[config.mk]
export PLATFORM = sky130hd
export DESIGN_NAME = uart_rx_fifo_flat
export DESIGN_NICKNAME = d
export VERILOG_FILES = /design/src/rtl/uart_rx_fifo_if.sv /design/src/rtl/uart_rx_fifo.sv /design/src/flat_wrapper.sv
export SDC_FILE = /design/constraint.sdc
export NUM_CORES = 1
export LEC_CHECK = 0
export CORE_MARGIN = 2
export CORE_UTILIZATION = 40
export CTS_BUF_LIST = sky130_fd_sc_hd__clkbuf_16
export CTS_CLUSTER_DIAMETER = 150
export DETAILED_ROUTE_END_ITERATION = 10
export PLACE_DENSITY = 0.54
export SYNTH_ARGS = -nofsm -noshare
export SYNTH_HDL_FRONTEND = slang
export SYNTH_SLANG_ARGS = --single-unit
[constraint.sdc]
create_clock -name clk -period 2.95 [get_ports clk]
set_input_delay 0.295 -clock clk [delete_from_list [all_inputs] [get_ports clk]]
set_output_delay 0.295 -clock clk [all_outputs]
set_load 0.05 [all_outputs]
[src/rtl/uart_rx_fifo_if.sv]
// Receive-buffer bus: byte stream in from uart_rx, FWFT read port and status out.
// With UART_RX_FIFO_AF_EN defined the bus also carries Almost_Full.
// master: the uart_rx / consumer side; slave: the FIFO.
interface uart_rx_fifo_if #(
    parameter int DATA_W = 8,
    parameter int ADDR_W = 4
);
    logic [DATA_W-1:0] Rx_Data;
    logic              Rx_Valid;
    logic              Rx_Err;
    logic              Rd_En;
    logic              Clr_Overrun;
    logic [DATA_W-1:0] Rd_Data;
    logic              Empty;
    logic              Full;
    logic [ADDR_W:0]   Count;
    logic              Overrun;
    logic [7:0]        Err_Cnt;
`ifdef UART_RX_FIFO_AF_EN
    logic              Almost_Full;

    modport master (
        output Rx_Data, Rx_Valid, Rx_Err, Rd_En, Clr_Overrun,
        input  Rd_Data, Empty, Full, Count, Overrun, Err_Cnt, Almost_Full
    );
    modport slave (
        input  Rx_Data, Rx_Valid, Rx_Err, Rd_En, Clr_Overrun,
        output Rd_Data, Empty, Full, Count, Overrun, Err_Cnt, Almost_Full
    );
`else
    modport master (
        output Rx_Data, Rx_Valid, Rx_Err, Rd_En, Clr_Overrun,
        input  Rd_Data, Empty, Full, Count, Overrun, Err_Cnt
    );
    modport slave (
        input  Rx_Data, Rx_Valid, Rx_Err, Rd_En, Clr_Overrun,
        output Rd_Data, Empty, Full, Count, Overrun, Err_Cnt
    );
`endif
endinterface

[src/rtl/uart_rx_fifo.sv]
// uart_rx_fifo: byte buffer behind uart_rx. Drops framing-error frames (counted,
// saturating at 255), stores good bytes in a DEPTH-entry FWFT FIFO, and raises a
// sticky Overrun when a good byte arrives while full with no pop in that cycle.
// Optional feature macro: UART_RX_FIFO_AF_EN (adds registered Almost_Full).
module uart_rx_fifo #(
    parameter int DATA_W   = 8,
    parameter int DEPTH    = 16,
    parameter int ADDR_W   = 4,
    parameter int AF_LEVEL = 12
) (
    input logic           clk,
    input logic           rst,
    uart_rx_fifo_if.slave bus
);

    localparam logic [ADDR_W:0] FULL_CNT = (ADDR_W+1)'(DEPTH);

    // Reject inconsistent geometry at elaboration.
    if (DEPTH != (1 << ADDR_W) || DEPTH < 2 || AF_LEVEL > DEPTH) begin : g_param_err
        $error("uart_rx_fifo: DEPTH must be 2**ADDR_W (>=2) and AF_LEVEL <= DEPTH");
    end

    logic [DATA_W-1:0] mem [DEPTH];
    logic [ADDR_W-1:0] wr_ptr;
    logic [ADDR_W-1:0] rd_ptr;
    logic [ADDR_W:0]   count;
    logic [ADDR_W:0]   count_nxt;
    logic              overrun;
    logic [7:0]        err_cnt;
    logic              empty;
    logic              full;
    logic              push;
    logic              pop;
    logic              good;
    logic              bad;
    logic              ovr_set;

    assign empty   = (count == '0);
    assign full    = (count == FULL_CNT);
    assign good    = bus.Rx_Valid & ~bus.Rx_Err;
    assign bad     = bus.Rx_Valid &  bus.Rx_Err;
    assign pop     = bus.Rd_En & ~empty;
    assign push    = good & (~full | pop);
    assign ovr_set = good & full & ~pop;

    // Next occupancy: push and pop in the same cycle cancel.
    always_comb begin
        count_nxt = count;
        if (push && !pop) begin
            count_nxt = count + 1'b1;
        end else if (pop && !push) begin
            count_nxt = count - 1'b1;
        end
    end

    // Storage array; contents need no reset.
    always_ff @(posedge clk) begin
        if (push) begin
            mem[wr_ptr] <= bus.Rx_Data;
        end
    end

    // Pointers and occupancy.
    always_ff @(posedge clk or negedge rst) begin
        if (!rst) begin
            wr_ptr <= '0;
            rd_ptr <= '0;
            count  <= '0;
        end else begin
            if (push) wr_ptr <= wr_ptr + 1'b1;
            if (pop)  rd_ptr <= rd_ptr + 1'b1;
            count <= count_nxt;
        end
    end

    // Sticky overrun; a set in the same cycle as a clear wins.
    always_ff @(posedge clk or negedge rst) begin
        if (!rst) begin
            overrun <= 1'b0;
        end else if (ovr_set) begin
            overrun <= 1'b1;
        end else if (bus.Clr_Overrun) begin
            overrun <= 1'b0;
        end
    end

    // Saturating count of dropped framing-error frames.
    always_ff @(posedge clk or negedge rst) begin
        if (!rst) begin
            err_cnt <= '0;
        end else if (bad && err_cnt != 8'hFF) begin
            err_cnt <= err_cnt + 8'd1;
        end
    end

`ifdef UART_RX_FIFO_AF_EN
    logic almost_full;

    // Registered threshold flag, tracking Count on the same edge.
    always_ff @(posedge clk or negedge rst) begin
        if (!rst) begin
            almost_full <= 1'b0;
        end else begin
            almost_full <= (count_nxt >= (ADDR_W+1)'(AF_LEVEL));
        end
    end

    assign bus.Almost_Full = almost_full;
`endif

    assign bus.Rd_Data = empty ? '0 : mem[rd_ptr];
    assign bus.Empty   = empty;
    assign bus.Full    = full;
    assign bus.Count   = count;
    assign bus.Overrun = overrun;
    assign bus.Err_Cnt = err_cnt;

endmodule

[src/flat_wrapper.sv]
// flat-port wrapper written by rule: the top's interface ports become plain ports
module uart_rx_fifo_flat 
#(
    parameter int DATA_W   = 8,
    parameter int DEPTH    = 16,
    parameter int ADDR_W   = 4,
    parameter int AF_LEVEL = 12
)
  (clk, rst, bus_Rx_Data, bus_Rx_Valid, bus_Rx_Err, bus_Rd_En, bus_Clr_Overrun, bus_Rd_Data, bus_Empty, bus_Full, bus_Count, bus_Overrun, bus_Err_Cnt);
  uart_rx_fifo_if #(.DATA_W(DATA_W), .ADDR_W(ADDR_W)) bus_i ();
  input logic clk;
  input logic rst;
  input wire logic [$bits(bus_i.Rx_Data)-1:0] bus_Rx_Data;
  input wire logic [$bits(bus_i.Rx_Valid)-1:0] bus_Rx_Valid;
  input wire logic [$bits(bus_i.Rx_Err)-1:0] bus_Rx_Err;
  input wire logic [$bits(bus_i.Rd_En)-1:0] bus_Rd_En;
  input wire logic [$bits(bus_i.Clr_Overrun)-1:0] bus_Clr_Overrun;
  output wire logic [$bits(bus_i.Rd_Data)-1:0] bus_Rd_Data;
  output wire logic [$bits(bus_i.Empty)-1:0] bus_Empty;
  output wire logic [$bits(bus_i.Full)-1:0] bus_Full;
  output wire logic [$bits(bus_i.Count)-1:0] bus_Count;
  output wire logic [$bits(bus_i.Overrun)-1:0] bus_Overrun;
  output wire logic [$bits(bus_i.Err_Cnt)-1:0] bus_Err_Cnt;
  assign bus_i.Rx_Data = bus_Rx_Data;
  assign bus_i.Rx_Valid = bus_Rx_Valid;
  assign bus_i.Rx_Err = bus_Rx_Err;
  assign bus_i.Rd_En = bus_Rd_En;
  assign bus_i.Clr_Overrun = bus_Clr_Overrun;
  assign bus_Rd_Data = bus_i.Rd_Data;
  assign bus_Empty = bus_i.Empty;
  assign bus_Full = bus_i.Full;
  assign bus_Count = bus_i.Count;
  assign bus_Overrun = bus_i.Overrun;
  assign bus_Err_Cnt = bus_i.Err_Cnt;
  uart_rx_fifo #(.DATA_W(DATA_W), .DEPTH(DEPTH), .ADDR_W(ADDR_W), .AF_LEVEL(AF_LEVEL)) u_core (.clk(clk), .rst(rst), .bus(bus_i));
endmodule
======== Word level (Yosys, flattened, before mapping) ========
Memory sizes are Yosys's and may differ from the RTL's.
Index checks and enable logic that the tools add are counted.
word-level totals
  flip-flop bits (word level) ............. 22
  memory bits (writable) .................. 128
  input bits .............................. 14
  output and inout port bits .............. 24
  logic and storage cells ................. 39
  memories ................................ 1
memories
  name        depth  bits a word  rd ports  clocked after Yosys merged registers in  wr ports  line                source
  u_core.mem  16     8            1         0                                        1         uart_rx_fifo.sv:23  logic [DATA_W-1:0] mem [DEPTH];
operators by class
  add/sub/neg operators ................... 5
  equality and inequality tests ........... 2
  multiplexer cells ....................... 7
  bitwise gates (word level) .............. 11
  reductions and logical operators ........ 8
operator list
  kind                                                                number
  5-bit 2-to-1 mux                                                    2
  4-bit by 1-bit adder with 4-bit output, second input constant       2
  8-bit by 1-bit adder with 8-bit output, second input constant       1
  8-bit 2-to-1 mux                                                    1
  8-bit != test, second input constant                                1
  1-bit AND                                                           6
  5-bit by 1-bit adder with 5-bit output, second input constant       1
  5-bit equality test, second input constant                          1
  5-bit zero test                                                     1
  5-bit by 1-bit subtractor with 5-bit output, second input constant  1
  1-bit 2-to-1 mux                                                    4
  1-bit inverter                                                      4
  2-bit nonzero test                                                  2
  1-bit logical AND                                                   3
  1-bit zero test                                                     2
  1-bit bitwise OR                                                    1

======== Longest topological paths before layout ========
  depth after elaboration ................. 9
  depth in mapped cells ................... 11
  depth with buffers taken out ............ 10

======== Least setup slack after synthesis ========
Ideal clock, no wire load.
  path kind ............................... flip-flop to flip-flop
  start point ............................. register u_core.count[0] (netlist: u_core.bus.Count[0])
  end point ............................... register u_core.count[4] (netlist: u_core.bus.Count[4])
  setup time .............................. 0.147 ns
  arrival time ............................ 2.743 ns
  required time ........................... 2.803 ns
  path slack .............................. 0.060 ns
  stages on the path, launching flop included .. 12
  path buffers ............................ 1
  period minus slack after synthesis ...... 2.890 ns
  cell sequence ........................... dfrtp_1 -> nor4_1 -> a31o_2 -> buf_4 -> inv_2 -> ha_1 -> inv_1 -> ha_1 -> nor2b_1 -> o21a_1 -> o2111ai_1 -> o311ai_0
on the way
  longest elaborated chain between the ends .. 8
  elaborated cells between the ends (all ways) .. 16
  those cells by class .................... 2 x add/sub; 1 x eq/ne; 2 x mux; 5 x bitwise; 6 x reduce/logical
RTL lines
  element                              line                source
  from (decl)                          uart_rx_fifo.sv:26  logic [ADDR_W:0] count;
  from (signal assigned)               uart_rx_fifo.sv:72  count <= count_nxt;
  5-bit zero test                      uart_rx_fifo.sv:38  assign empty = (count == '0);
  1-bit inverter                       uart_rx_fifo.sv:42  assign pop = bus.Rd_En & ~empty;
  1-bit AND                            uart_rx_fifo.sv:42
  1-bit bitwise OR *                   uart_rx_fifo.sv:43  assign push = good & (~full | pop);
  1-bit AND *                          uart_rx_fifo.sv:43
  named net u_core.push                uart_rx_fifo.sv:32  logic push;
  1-bit zero test                      uart_rx_fifo.sv:51  end else if (pop && !push) begin
  1-bit logical AND                    uart_rx_fifo.sv:51
  2-bit nonzero test (no source line)  -
The timed path passes the listed nets; every way through them passes the cells marked *. The select of a mux whose other input is x is not followed.
A chain may end at the register's enable or synchronous reset.

======== Worst setup path in the final report ========
Same ends and word-level chain as after synthesis.

==> run_summary.xml <==
<?xml version="1.0" encoding="UTF-8"?>
<metrics>
  <group name="outcome">
    <metric name="status" unit="">complete, no violations</metric>
  </group>
  <group name="clock_tree">
    <metric name="clk_pin_slew_worst_setup_hold_paths" unit="ns">0.06</metric>
    <metric name="holdBufCountCts" unit="">0</metric>
    <metric name="cts_max_level" unit="">4</metric>
    <metric name="clock_sink_count" unit="">150</metric>
    <metric name="clock_latency" unit="ns">0.42</metric>
    <metric name="cts_tree" unit="">yes</metric>
    <metric name="root_buffer" unit="">sky130_fd_sc_hd__clkbuf_16</metric>
    <metric name="cts_inserted_buffers" unit="">17</metric>
    <metric name="cts_max_path_buffers" unit="">2</metric>
  </group>
  <group name="logic_synthesis">
    <metric name="yosys.cell_count.top_type" unit="">sky130_fd_sc_hd__edfxtp_1</metric>
    <metric name="mappedNetlistArea" unit="um2">6300</metric>
    <metric name="post_synth_num_cell_types" unit="">43</metric>
    <metric name="post_synth_main_area_contributors" unit="">sky130_fd_sc_hd__edfxtp_1 61%, sky130_fd_sc_hd__mux4_1 8.8%, sky130_fd_sc_hd__dfrtp_1 8.7%</metric>
    <metric name="synthSimpleGateAreaFrac" unit="%">4.51</metric>
    <metric name="post_synth_fa_ha_maj_area_fraction" unit="%">2.50</metric>
    <metric name="syn_avg_cell_area" unit="um2">18.6</metric>
    <metric name="synth_edf_count" unit="">128</metric>
    <metric name="netlist_instances" unit="">339</metric>
    <metric name="synth_top_family_by_area" unit="">multiplexers</metric>
    <metric name="ys.warnings.count" unit="">0</metric>
    <metric name="synth_top_cells_by_count" unit="">128 x sky130_fd_sc_hd__edfxtp_1, 22 x sky130_fd_sc_hd__dfrtp_1, 21 x sky130_fd_sc_hd__mux4_1</metric>
    <metric name="area_share_of_the_leading_cell_type_in_the_synthesized_netlist" unit="%">61.0</metric>
    <metric name="ys_seq_area_share" unit="%">69.7</metric>
    <metric name="ys_async_sr_fraction" unit="%">14.7</metric>
    <metric name="synth_seq_cells" unit="">150</metric>
    <metric name="ys_dominant_reg_cell" unit="">sky130_fd_sc_hd__edfxtp_1</metric>
    <metric name="post_synthesis_cell_type_with_the_largest_combined_area" unit="">sky130_fd_sc_hd__edfxtp_1</metric>
    <metric name="synth_fp_nets" unit="">365</metric>
    <metric name="synth-xor-area-share" unit="%">2.22</metric>
    <metric name="post_synthesis_compound_gate_area_fraction" unit="%">2.84</metric>
    <metric name="synth_mux_area_share" unit="%">15.9</metric>
  </group>
  <group name="worst_setup_path">
    <metric name="critPathLaunchType" unit="">register</metric>
    <metric name="cp_max_fo" unit="">10</metric>
    <metric name="critical_path.endpoint_type" unit="">register</metric>
    <metric name="timing.critical_path.required" unit="ns">3.22</metric>
    <metric name="timing.critical_path.arrival" unit="ns">3.05</metric>
    <metric name="setup.worst_path.class" unit="">register to register</metric>
    <metric name="timing.reg2reg.worst_path_depth" unit="">11</metric>
  </group>
  <group name="final_layout">
    <metric name="share_of_cells_above_drive_strength_1" unit="%">19.7</metric>
    <metric name="synthToLayoutAreaGrowth" unit="%">18.9</metric>
    <metric name="n_antenna_cell" unit="">0</metric>
    <metric name="nNetsFinal" unit="">426</metric>
    <metric name="utilization" unit="%">48.9</metric>
    <metric name="post_layout_nonfiller_instances" unit="">622</metric>
    <metric name="final_design_area_no_fill" unit="um2">7500</metric>
    <metric name="nFillCells" unit="">1340</metric>
  </group>
  <group name="detailed_routing">
    <metric name="drtAntennaViolNets" unit="">0</metric>
    <metric name="routed_wl" unit="mm">12.1</metric>
    <metric name="drcViolationCount" unit="">0</metric>
    <metric name="initialDrtViolationCount" unit="">176</metric>
    <metric name="via_per_inst" unit="">5.08</metric>
    <metric name="detail_route.wl_per_cell" unit="um">19.4</metric>
    <metric name="drt_first_pass_iters" unit="">4</metric>
    <metric name="detailroute.via_count" unit="">3157</metric>
  </group>
  <group name="global_route">
    <metric name="grt.total_usage" unit="%">15.7</metric>
    <metric name="antenna_found_initial" unit="">0</metric>
    <metric name="met2_usage" unit="%">25.0</metric>
    <metric name="grt_pass1_wl" unit="mm">18.8</metric>
    <metric name="grt_pass1_vias" unit="">3284</metric>
    <metric name="grt_overflow_total" unit="">0</metric>
    <metric name="grt.met3_usage" unit="%">3.84</metric>
    <metric name="globalRouteMet1Util" unit="%">21.2</metric>
    <metric name="global_route.peak_usage_layer" unit="">met2</metric>
    <metric name="grt_start_max_net_pins" unit="">23</metric>
  </group>
  <group name="floorplan">
    <metric name="floorplan.die_area" unit="um2">16800</metric>
    <metric name="rows" unit="">45</metric>
    <metric name="fp.dieH" unit="um">130</metric>
    <metric name="core-area" unit="um2">15300</metric>
    <metric name="ioPinCount" unit="">38</metric>
    <metric name="initial_utilization" unit="%">41.2</metric>
    <metric name="floorplan.die.width" unit="um">130</metric>
  </group>
  <group name="sta">
    <metric name="min_period" unit="ns">2.78</metric>
    <metric name="timing.final.max_slew_violations" unit="">0</metric>
    <metric name="timing_hold_violations_final" unit="">0</metric>
    <metric name="timing.clock.skew" unit="ns">0.0127</metric>
    <metric name="postLayoutSetupSlackWorst" unit="ns">0.172</metric>
    <metric name="slew_headroom" unit="%">58.0</metric>
    <metric name="fmax" unit="GHz">0.360</metric>
    <metric name="final_setup_viols" unit="">0</metric>
    <metric name="slew_worst_pin" unit="ns">0.630</metric>
    <metric name="post_route_fraction_of_the_period_consumed_by_the_critical_path" unit="%">94.2</metric>
  </group>
  <group name="hold_path">
    <metric name="worst_hold_path_type" unit="">input pin to asynchronous set/reset pin</metric>
  </group>
  <group name="place">
    <metric name="gp_congestion" unit="">0.722</metric>
    <metric name="port_buffers" unit="">37</metric>
    <metric name="dpl_worst_slack" unit="ns">0.0145</metric>
    <metric name="placed_cells_incl_taps" unit="">586</metric>
    <metric name="detailed_place_hpwl" unit="mm">7.67</metric>
    <metric name="placed_area" unit="um2">6940</metric>
  </group>
  <group name="run">
    <metric name="maxCapViolCount" unit="">0</metric>
  </group>
  <group name="pwr">
    <metric name="p_per_area" unit="nW/um2">1000</metric>
    <metric name="finalPower" unit="W">0.00751</metric>
    <metric name="leakage_component_of_the_power" unit="nW">2.68</metric>
    <metric name="vdd.ir_drop.worst" unit="uV">614</metric>
  </group>
</metrics>
registers in the layout, indices dropped and copies added (netlist names):
| name | flops |
|---|---|
| u_core.bus.Overrun | 1 |
| u_core.bus.Count | 5 |
| u_core.mem | 128 |
| u_core.wr_ptr | 4 |
| u_core.rd_ptr | 4 |
| u_core.bus.Err_Cnt | 8 |
logic make-up (layout without fill, tap and decap cells):
logic type,Yosys count,count (layout)
and+or+nand+nor,54,54
muxes,51,51
xor gates and xnor gates,16,16
buffers and inverters,27,99
AOI/OAI and AO/OA,29,29
DFF,150,150
adders and majority gates,12,12
cell usage in the layout (no fill, tap or decap), types with 5 or more instances in the layout:
cell	n
sky130_fd_sc_hd__edfxtp_1	128
sky130_fd_sc_hd__and3_1	6
sky130_fd_sc_hd__and2_1	5
sky130_fd_sc_hd__o21ai_0	5
sky130_fd_sc_hd__nor2_1	6
sky130_fd_sc_hd__clkdlybuf4s50_1	28
sky130_fd_sc_hd__xor2_1	5
sky130_fd_sc_hd__ha_1	11
sky130_fd_sc_hd__mux4_1	21
sky130_fd_sc_hd__clkbuf_16	17
sky130_fd_sc_hd__o21ai_1	5
sky130_fd_sc_hd__mux2_2	10
sky130_fd_sc_hd__mux4_2	11
sky130_fd_sc_hd__buf_4	29
sky130_fd_sc_hd__mux2i_1	9
sky130_fd_sc_hd__xnor2_1	11
sky130_fd_sc_hd__a21oi_1	9
sky130_fd_sc_hd__inv_1	12
sky130_fd_sc_hd__dfrtp_1	21
sky130_fd_sc_hd__nand2_1	12
sky130_fd_sc_hd__nand3_1	10
metal layers:
layer / part of all wire, % / routed length (um) / up-vias
met4: 1.2 / 148 / 0
met5: 0 / 0 / -
met3: 3.2 / 384 / 11
met1: 46 / 5550 / 1620
li1: - / - / 1482
met2: 50 / 5990 / 44
worst max-delay path, stage by stage, from the launching register on:
cell	delay [ns]
sky130_fd_sc_hd__dfrtp_1	0.44
sky130_fd_sc_hd__nor4_2	0.35
sky130_fd_sc_hd__buf_4	0.19
sky130_fd_sc_hd__a31o_4	0.22
sky130_fd_sc_hd__inv_2	0.09
sky130_fd_sc_hd__ha_1	0.29
sky130_fd_sc_hd__inv_2	0.13
sky130_fd_sc_hd__ha_1	0.25
sky130_fd_sc_hd__nor2b_1	0.15
sky130_fd_sc_hd__o21a_1	0.19
sky130_fd_sc_hd__o2111ai_1	0.20
sky130_fd_sc_hd__o311ai_0	0.14
metrics by stage:
stage	hold slack (ns)	setup TNS (ns)
floorplan	-0.000591	0
global placement	0.479	0
detailed placement	0.490	0
CTS	0.239	0
global route	0.260	-0.0506
finish	0.242	0
area by class of cell:
| type | count | area, um2 | share of cell area (%) |
|---|---|---|---|
| clock inverters | 13 | 71.3 | 0.951 |
| inverters | 11 | 41.3 | 0.551 |
| flip-flops and latches | 150 | 4400 | 58.7 |
| repair buffers | 58 | 518 | 6.91 |
| clock buffers | 17 | 425 | 5.68 |
| well taps | 211 | 264 | 3.52 |
| multi-input cells | 162 | 1780 | 23.7 |
worst paths after layout:
path,start,endpoint,slack [ns]
worst max register to register,u_core.bus.Count[0]$_DFFE_PN0P_,u_core.bus.Count[4]$_DFFE_PN0P_,0.17
worst max-delay path,u_core.bus.Count[0]$_DFFE_PN0P_,u_core.bus.Count[4]$_DFFE_PN0P_,0.17
worst min-delay path,rst,u_core.bus.Err_Cnt[4]$_DFFE_PN0P_,0.24
max in group asynchronous,rst,u_core.rd_ptr[0]$_DFFE_PN0N_,2.44
worst min register to register,u_core.bus.Err_Cnt[6]$_DFFE_PN0P_,u_core.bus.Err_Cnt[6]$_DFFE_PN0P_,0.50
min in group clk,bus_Clr_Overrun,u_core.bus.Overrun$_DFFE_PN0P_,0.46
power by group:
part           switching (W)  internal (W)  total, W
combinational        0.00167       0.00121   0.00288
sequential          0.000261       0.00253   0.00279
clock               0.000788       0.00104   0.00183
what timing repair did:
| item | in CTS | in global routing |
|---|---|---|
| buffers inserted | 0 | 6 |
| pin swaps | 0 | 0 |
| endpoints found under the setup margin | 1 | 2 |
| resized for setup | 1 | 3 |
No activity file was read; power rests on OpenSTA's default activity.
